File: src/rtl/sas_pkg.sv
`default_nettype none
// ============================================================================
//  Module      : sas_pkg
//  Description : Shared types and default constants for the speed-alert
//                sequencing logic (state encoding, widths, cycle counts).
//  Revision    : 1.0 - initial release
// ============================================================================
package sas_pkg;

    // Controller states; explicit 3-bit encoding
    typedef enum logic [2:0] {
        ST_IDLE     = 3'd0,
        ST_TIMING   = 3'd1,
        ST_EVAL     = 3'd2,
        ST_DISPLAY  = 3'd3,
        ST_COOLDOWN = 3'd4
    } state_t;

    // Default width of count / transit / timer values
    localparam int unsigned DEF_CW              = 32;

    // Default cycle constants shared with the speed-alert top level
    localparam int unsigned DEF_LIMIT_CYCLES    = 1_000_000;
    localparam int unsigned DEF_MAX_CYCLES      = 50_000_000;
    localparam int unsigned DEF_DISPLAY_CYCLES  = 100_000_000;
    localparam int unsigned DEF_COOLDOWN_CYCLES = 10_000_000;

endpackage : sas_pkg
`default_nettype wire

File: src/rtl/speed_measure_ctrl_rise_detect.sv
`default_nettype none
// ============================================================================
//  Module      : rise_detect
//  Description : Registered single-bit rising-edge detector. The pulse is
//                valid for one cycle, one cycle after the input rises. The
//                first sample after reset only primes the history, so a level
//                already high when reset releases is never seen as an edge.
//  Revision    : 1.0 - initial release
// ============================================================================
module rise_detect (
    input  logic clk,
    input  logic reset,
    input  logic sig_i,
    output logic edge_o
);

    logic prev_q;
    logic primed_q;
    logic edge_q;

    // Sample the level, prime after the first post-reset sample, register the edge
    always_ff @(posedge clk or posedge reset) begin
        if (reset) begin
            prev_q   <= 1'b0;
            primed_q <= 1'b0;
            edge_q   <= 1'b0;
        end else begin
            prev_q   <= sig_i;
            primed_q <= 1'b1;
            edge_q   <= primed_q & sig_i & ~prev_q;
        end
    end

    assign edge_o = edge_q;

endmodule : rise_detect
`default_nettype wire

File: src/rtl/speed_measure_ctrl.sv
`default_nettype none
// ============================================================================
//  Module      : speed_measure_ctrl
//  Description : Sequences the speed-alert datapath: arms/clears the transit
//                counter, times a vehicle between start and stop sensor
//                edges, compares against the limit, triggers the sign, and
//                enforces a cooldown lockout. All outputs are registered.
//  Revision    : 1.0 - initial release
// ============================================================================
module speed_measure_ctrl
    import sas_pkg::*;
#(
    parameter int unsigned CW              = DEF_CW,
    parameter int unsigned LIMIT_CYCLES    = DEF_LIMIT_CYCLES,
    parameter int unsigned MAX_CYCLES      = DEF_MAX_CYCLES,
    parameter int unsigned DISPLAY_CYCLES  = DEF_DISPLAY_CYCLES,
    parameter int unsigned COOLDOWN_CYCLES = DEF_COOLDOWN_CYCLES
) (
    input  logic          clk,
    input  logic          reset,
    input  logic          start,
    input  logic          stop,
    input  logic [CW-1:0] count,
    output logic          count_reset,
    output logic          count_enable,
    output logic [CW-1:0] sign_timeout,
    output logic          sign_enable,
    output logic          speeding,
    output logic [CW-1:0] last_transit,
    output logic          busy
);

    localparam logic [CW-1:0] c_limit       = CW'(LIMIT_CYCLES);
    localparam logic [CW-1:0] c_max_last    = CW'(MAX_CYCLES - 1);
    localparam logic [CW-1:0] c_display     = CW'(DISPLAY_CYCLES);
    localparam logic [CW-1:0] c_display_end = CW'(DISPLAY_CYCLES - 1);
    localparam logic [CW-1:0] c_cool_end    = CW'(COOLDOWN_CYCLES - 1);

    logic start_e;
    logic stop_e;

    rise_detect u_start_edge (
        .clk    (clk),
        .reset  (reset),
        .sig_i  (start),
        .edge_o (start_e)
    );

    rise_detect u_stop_edge (
        .clk    (clk),
        .reset  (reset),
        .sig_i  (stop),
        .edge_o (stop_e)
    );

    state_t        state_q, state_d;
    logic [CW-1:0] timer_q, timer_d;
    logic [CW-1:0] last_transit_q, last_transit_d;
    logic          speeding_q, speeding_d;
    logic          sign_enable_q, sign_enable_d;
    logic          count_reset_q, count_enable_q, busy_q;

    // Next-state, timer and measurement-result logic
    always_comb begin
        state_d        = state_q;
        timer_d        = '0;
        last_transit_d = last_transit_q;
        speeding_d     = speeding_q;
        sign_enable_d  = 1'b0;
        case (state_q)
            ST_IDLE: begin
                // A stop edge, alone or together with start, is not a valid
                // approach and only triggers the lockout.
                if (stop_e) begin
                    state_d = ST_COOLDOWN;
                end else if (start_e) begin
                    state_d = ST_TIMING;
                end
            end
            ST_TIMING: begin
                // Stop takes priority over the abort threshold
                if (stop_e) begin
                    state_d        = ST_EVAL;
                    last_transit_d = count;
                end else if (count >= c_max_last) begin
                    state_d = ST_COOLDOWN;
                end
            end
            ST_EVAL: begin
                speeding_d = (last_transit_q < c_limit);
                if (speeding_d) begin
                    state_d       = ST_DISPLAY;
                    sign_enable_d = 1'b1;
                end else begin
                    state_d = ST_COOLDOWN;
                end
            end
            ST_DISPLAY: begin
                if (timer_q == c_display_end) begin
                    state_d = ST_COOLDOWN;
                end else begin
                    timer_d = timer_q + 1'b1;
                end
            end
            ST_COOLDOWN: begin
                if (timer_q == c_cool_end) begin
                    state_d = ST_IDLE;
                end else begin
                    timer_d = timer_q + 1'b1;
                end
            end
            default: begin
                state_d = ST_IDLE;
            end
        endcase
    end

    // State, timer, results and Moore outputs decoded from the next state
    always_ff @(posedge clk or posedge reset) begin
        if (reset) begin
            state_q        <= ST_IDLE;
            timer_q        <= '0;
            last_transit_q <= '0;
            speeding_q     <= 1'b0;
            sign_enable_q  <= 1'b0;
            count_reset_q  <= 1'b1;
            count_enable_q <= 1'b0;
            busy_q         <= 1'b0;
        end else begin
            state_q        <= state_d;
            timer_q        <= timer_d;
            last_transit_q <= last_transit_d;
            speeding_q     <= speeding_d;
            sign_enable_q  <= sign_enable_d;
            count_reset_q  <= (state_d != ST_TIMING) && (state_d != ST_EVAL);
            count_enable_q <= (state_d == ST_TIMING);
            busy_q         <= (state_d != ST_IDLE);
        end
    end

    assign count_reset  = count_reset_q;
    assign count_enable = count_enable_q;
    assign sign_timeout = c_display;
    assign sign_enable  = sign_enable_q;
    assign speeding     = speeding_q;
    assign last_transit = last_transit_q;
    assign busy         = busy_q;

endmodule : speed_measure_ctrl
`default_nettype wire

File: config.mk
export PLATFORM = sky130hd
export DESIGN_NAME = speed_measure_ctrl
export DESIGN_NICKNAME = d
export VERILOG_FILES = /design/src/rtl/sas_pkg.sv /design/src/rtl/speed_measure_ctrl_rise_detect.sv /design/src/rtl/speed_measure_ctrl.sv
export SDC_FILE = /design/constraint.sdc
export NUM_CORES = 1
export LEC_CHECK = 0
export CAP_MARGIN = 20
export CORE_MARGIN = 3
export CORE_UTILIZATION = 45
export CTS_CLUSTER_SIZE = 28
export DETAILED_ROUTE_END_ITERATION = 7
export PLACE_DENSITY = 0.76
export SETUP_SLACK_MARGIN = 0.3
export SLEW_MARGIN = 15
export SYNTH_ARGS = -nofsm -noshare
export SYNTH_HDL_FRONTEND = slang
export SYNTH_HIERARCHICAL = 1
export SYNTH_SLANG_ARGS = --single-unit
export TNS_END_PERCENT = 20
File: constraint.sdc
create_clock -name clk -period 5.4 [get_ports clk]
set_input_delay 1.08 -clock clk [delete_from_list [all_inputs] [get_ports clk]]
set_output_delay 1.08 -clock clk [all_outputs]
set_load 0.02 [all_outputs]
# After elaboration in Yosys (flattened, before gate mapping)
# Cells that the tools add are included.
# op_classes
muxes,13
bitwise_logic,6
reduce_logical,4
eq_ne,9
order_cmp,2
add_sub_neg,1
# op_table
operator,n
$mux W32,2
$pmux W32 S2,1
$add A32 B1 Y32 const B,1
$eq A32 B24 Y1 const B,1
$eq A32 B27 Y1 const B,1
$ge A32 B26 Y1 const B,1
$lt A32 B20 Y1 const B,1
$mux W3,7
$pmux W3 S5,1
$eq A3 B1 Y1 const B,2
$eq A3 B2 Y1 const B,2
$and A1 B1 Y1,4
$eq A3 B3 Y1 const B,1
$logic_not A3 Y1,1
$ne A3 B1 Y1 const B,1
$ne A3 B2 Y1 const B,1
$reduce_bool A3 Y1,1
$mux W1,2
$not A1 Y1,2
$reduce_and A2 Y1,1
$logic_and A1 B1 Y1,1
# word_totals
word_cells,48
input_bits,36
out_inout_bits,69
ff_bits,77

# Logic depth before layout (Yosys ltp)
# depth
ltp_word,6
mapped_depth,9

# Modules after synthesis
# The synthesis kept the hierarchy.
# by_module_without_submodules
module,seq_area_each_um2,n_inst,cells_each,area_each_um2
speed_measure_ctrl,1803.0,1,333,3626.0
rise_detect,75.1,2,6,91.3

# Least setup slack after synthesis
# No wires, ideal clock.
# synth_path
path_kind,input -> register
startpoint,input port count[28]
endpoint,register count_reset_q (netlist: count_reset)
t_required_ps,5309
cell_stages,6
setup_slack_ps,2960
arrival_time_ps,2348
cell_sequence,or4_1 a2111oi_0 o21ai_0 a21oi_1 a31oi_1 nor2b_1
# synth_via
elab_chain_len,6
word_cells_on_any_way,7
# synth_rtl
element,line_no,text
from (decl),speed_measure_ctrl.sv:23,"input logic [CW-1:0] count,"
$ge A32 B26 Y1 *,speed_measure_ctrl.sv:85,end else if (count >= c_max_last) begin
$mux W3 *,speed_measure_ctrl.sv:85,
$mux W3 *,speed_measure_ctrl.sv:82,if (stop_e) begin
$pmux W3 S5 *,speed_measure_ctrl.sv:70,case (state_q)
$ne A3 B1 Y1 or $ne A3 B2 Y1 (tied branches),speed_measure_ctrl.sv:135,count_reset_q <= (state_d != ST_TIMING) && (state_d != ST_EVAL);
$logic_and A1 B1 Y1 *,speed_measure_ctrl.sv:135,
to (signal assigned),speed_measure_ctrl.sv:135,
to (decl),speed_measure_ctrl.sv:61,"logic count_reset_q, count_enable_q, busy_q;"
# Every way passes the cells marked *; elsewhere a longest branch is shown, timed or not.
# A chain may end at the register's enable or synchronous reset.

# Worst setup path after layout
# layout_path
startpoint,input port count[29]
endpoint,register count_reset_q (netlist: count_reset)
# The elaborated chain is that of the path after synthesis.

==> out/metrics.yaml <==
status: "complete, no violations"
synth_top_flop_cell: "dfrtp_1"
dieArea_um2: 9604
min_from: "timer_q[0]$_DFF_PP0_"
timing.final.ws_setup_ns: 2.567
path_buf_inv: 1
cts.sinks: 78
initial_utilization_pct: 47.80
p_leak_nw: 2.158
ys_seq_area_share_pct: 51.28
drv_slew: 0
drc: 0
nFillCells: 672
start_kind: "input pin"
post_cts_buffers: 0
dr.first_iter.drc_count: 52
ir_drop_mv: 0.1938
yosys-top-cells-count: "dfrtp_1 (77), nor2_1 (41), buf_4 (32), mux2_2 (31), nand2_1 (18)"
hold_buffers: 0
yosys.area.top_type: "dfrtp_1"
reg2regPathDepth: 6
drt_first_pass_iters: 6
final-hold-violation-count: 0
synth.area.top_cells: "dfrtp_1 (51%), mux2_2 (9.2%), buf_4 (6.3%)"
cts_resized: 0
required_ns: 5.68
routed_wl_um: 7938
die_w_um: 98
worstReg2RegEnd: "timer_q[8]$_DFF_PP0_"
timing.rr.start: "timer_q[28]$_DFF_PP0_"
hold-path-cell-count: 1
post-dp-hpwl_um: 5742
root_buffer: "clkbuf_8"
synth_most_common_cell: "dfrtp_1"
port_buffers: 72
clk_pin_slew_ns: 0.09
clockBufferDepth: 2
timing.fmax_mhz: 353.0
grt_start_max_net_pins: 42
post-synth-top-area-fraction_pct: 50.59
grt-ovfl-total: 0
fin_area_um2: 4677
grt_usage_pct: 17.12
yosysUniqueCellTypes: 50
num_io_pins: 105
finalSetupViolCount: 0
antenna_found_initial: 0
syn-cell-area_um2: 3809
finalCriticalPeriod_ns: 2.833
ys_seq_elements: 78
core_um2: 7968
power.total_w: 0.001580
slowest_delay_ns: 0.52
avgSynthCellArea_um2: 11.04
synth_edf_count: 0
num_vias: 2664
cts_tree: "yes"
hold_ws_ns: 0.4781
synth-async-reset-ratio_pct: 100.0
holdCritPathClass: "reg -> reg"
cts_buffers: 9
yosys_warnings: 6
path_class: "in -> reg"
routabilityCongestion: 0.8236
endpoint_kind: "register"
cp_cell_sequence: "clkdlybuf4s50_1 -> or4_1 -> a2111oi_0 -> o21ai_0 -> a21oi_1 -> a31oi_1 -> nor2b_1"
place_ws_ns: 2.180
reg2reg_slack_ns: 3.34
drive_gt1_share_pct: 14.89
cts_max_level: 3
die_y_um: 98
worstSkewPairLatency_ns: 0.36
fin_setup_tns_ns: 0
grt_pass1_wl_um: 13350
worstMarginPinSlew_ns: 0.8802
row_count: 32
n_antenna_cell: 0
syn_inst: 345
dpl-instance-area_um2: 4481
syn_to_final_growth_pct: 22.80
slowest_stage: "or4_1"
drtAntennaViolNets: 0
rsz0062_at_grt: "no"
final_nets: 455
worstHoldEndpoint: "timer_q[0]$_DFF_PP0_"
grt_pass1_vias: 2737
wl_per_cell_um: 15.12
fin_crit_sh_pct: 52.47
path_delay_family: "compound AO/OA/AOI/OAI gates"
cap_violations: 0
arrival_ns: 3.12
finClkSkew_ns: 0.01869
powerDensity_nw_per_um2: 337.9
slew_headroom_pct: 41.23
viasPerCell: 5.074
crit_fanout: 3
## worst max path at each step
stage,startpoint,end,depth (start not counted)
floorplan,reset,busy$_DFF_PP0_,1
global placement,count[29],count_reset$_DFF_PP1_,7
detailed placement,count[29],count_reset$_DFF_PP1_,7
CTS,count[29],count_reset$_DFF_PP1_,7
global route,count[29],count_reset$_DFF_PP1_,7
finish,count[29],count_reset$_DFF_PP1_,7
## area by class of cell
type,instances,area [µm²],share of cell area [%]
timing repair buffer,74,735.7,15.73
multi-input combinational,247,1634,34.94
inverter,8,30.03,0.6421
clock inverter,6,68.82,1.471
clock buffer,10,127.6,2.729
sequential,78,1953,41.76
tap,102,127.6,2.729
## placed cells by master, fill, tap and decap left out, drive strengths merged, types with 2 or more instances in the layout
cell,Yosys,final
nand2b,2,2
clkdlybuf4s50,0,72
a21oi,2,2
a31oi,2,2
o21bai,2,2
and3b,3,3
clkbuf,7,10
xnor2,13,13
nand4,12,12
or4,3,3
conb,4,34
dfrtp,77,77
and4,6,6
nand4bb,2,2
nor3,5,5
buf,35,2
nor2b,3,3
nand3,7,7
nand2,18,18
nor2,41,41
mux2,31,31
xor2,16,16
and2,6,6
nor4,8,8
and3,13,13
o21ai,5,5
inv,8,10
clkinv,0,2
## layer usage
metal / up-vias / GRT usage, % / part of all wire, %
met4: 0 / 4.366 / 1.0
met3: 9 / 7.143 / 8.0
li1: 1274 / - / -
met1: 1297 / 21.59 / 44
met5: - / 0 / 0
met2: 84 / 27.38 / 47
## report_power, final
group / switching (W) / internal, W / leakage [nW] / total, W
Clock: 0.000227 / 0.000217 / 0.0973 / 0.000444
Combinational: 0.000228 / 0.000192 / 1.01 / 0.000419
Sequential: 0.0000611 / 0.000655 / 1.05 / 0.000717
Total: 0.000516 / 0.00106 / 2.16 / 0.00158
## flip-flops by register name (all words and copies together), names as in the netlist
register,count
last_transit,32
timer_q,32
state_q,3
busy,1
count_enable,1
count_reset,1
sign_enable,1
speeding,1
u_start_edge/edge_o,1
u_start_edge/prev_q,1
u_start_edge/primed_q,1
u_stop_edge/edge_o,1
u_stop_edge/prev_q,1
u_stop_edge/primed_q,1
## cell families (layout without fill, tap and decap cells)
group | after synthesis | in the layout | synth area share, %
AOI/OAI and AO/OA | 19 | 19 | 3.482
other | 4 | 34 | 0.3941
muxes | 31 | 31 | 9.165
buffers and inverters | 50 | 98 | 8.935
and+or+nand+nor | 133 | 133 | 19.74
DFF | 78 | 78 | 51.28
xor gates and xnor gates | 29 | 29 | 6.669
adders and majority gates | 1 | 1 | 0.3285
## metrics by stage
step,utilization (%),instances
floorplan,-,375
global placement,56.23,509
detailed placement,56.23,509
CTS,58.70,525
global route,58.70,525
finish,58.70,525
(Power assumes the default switching activity.)
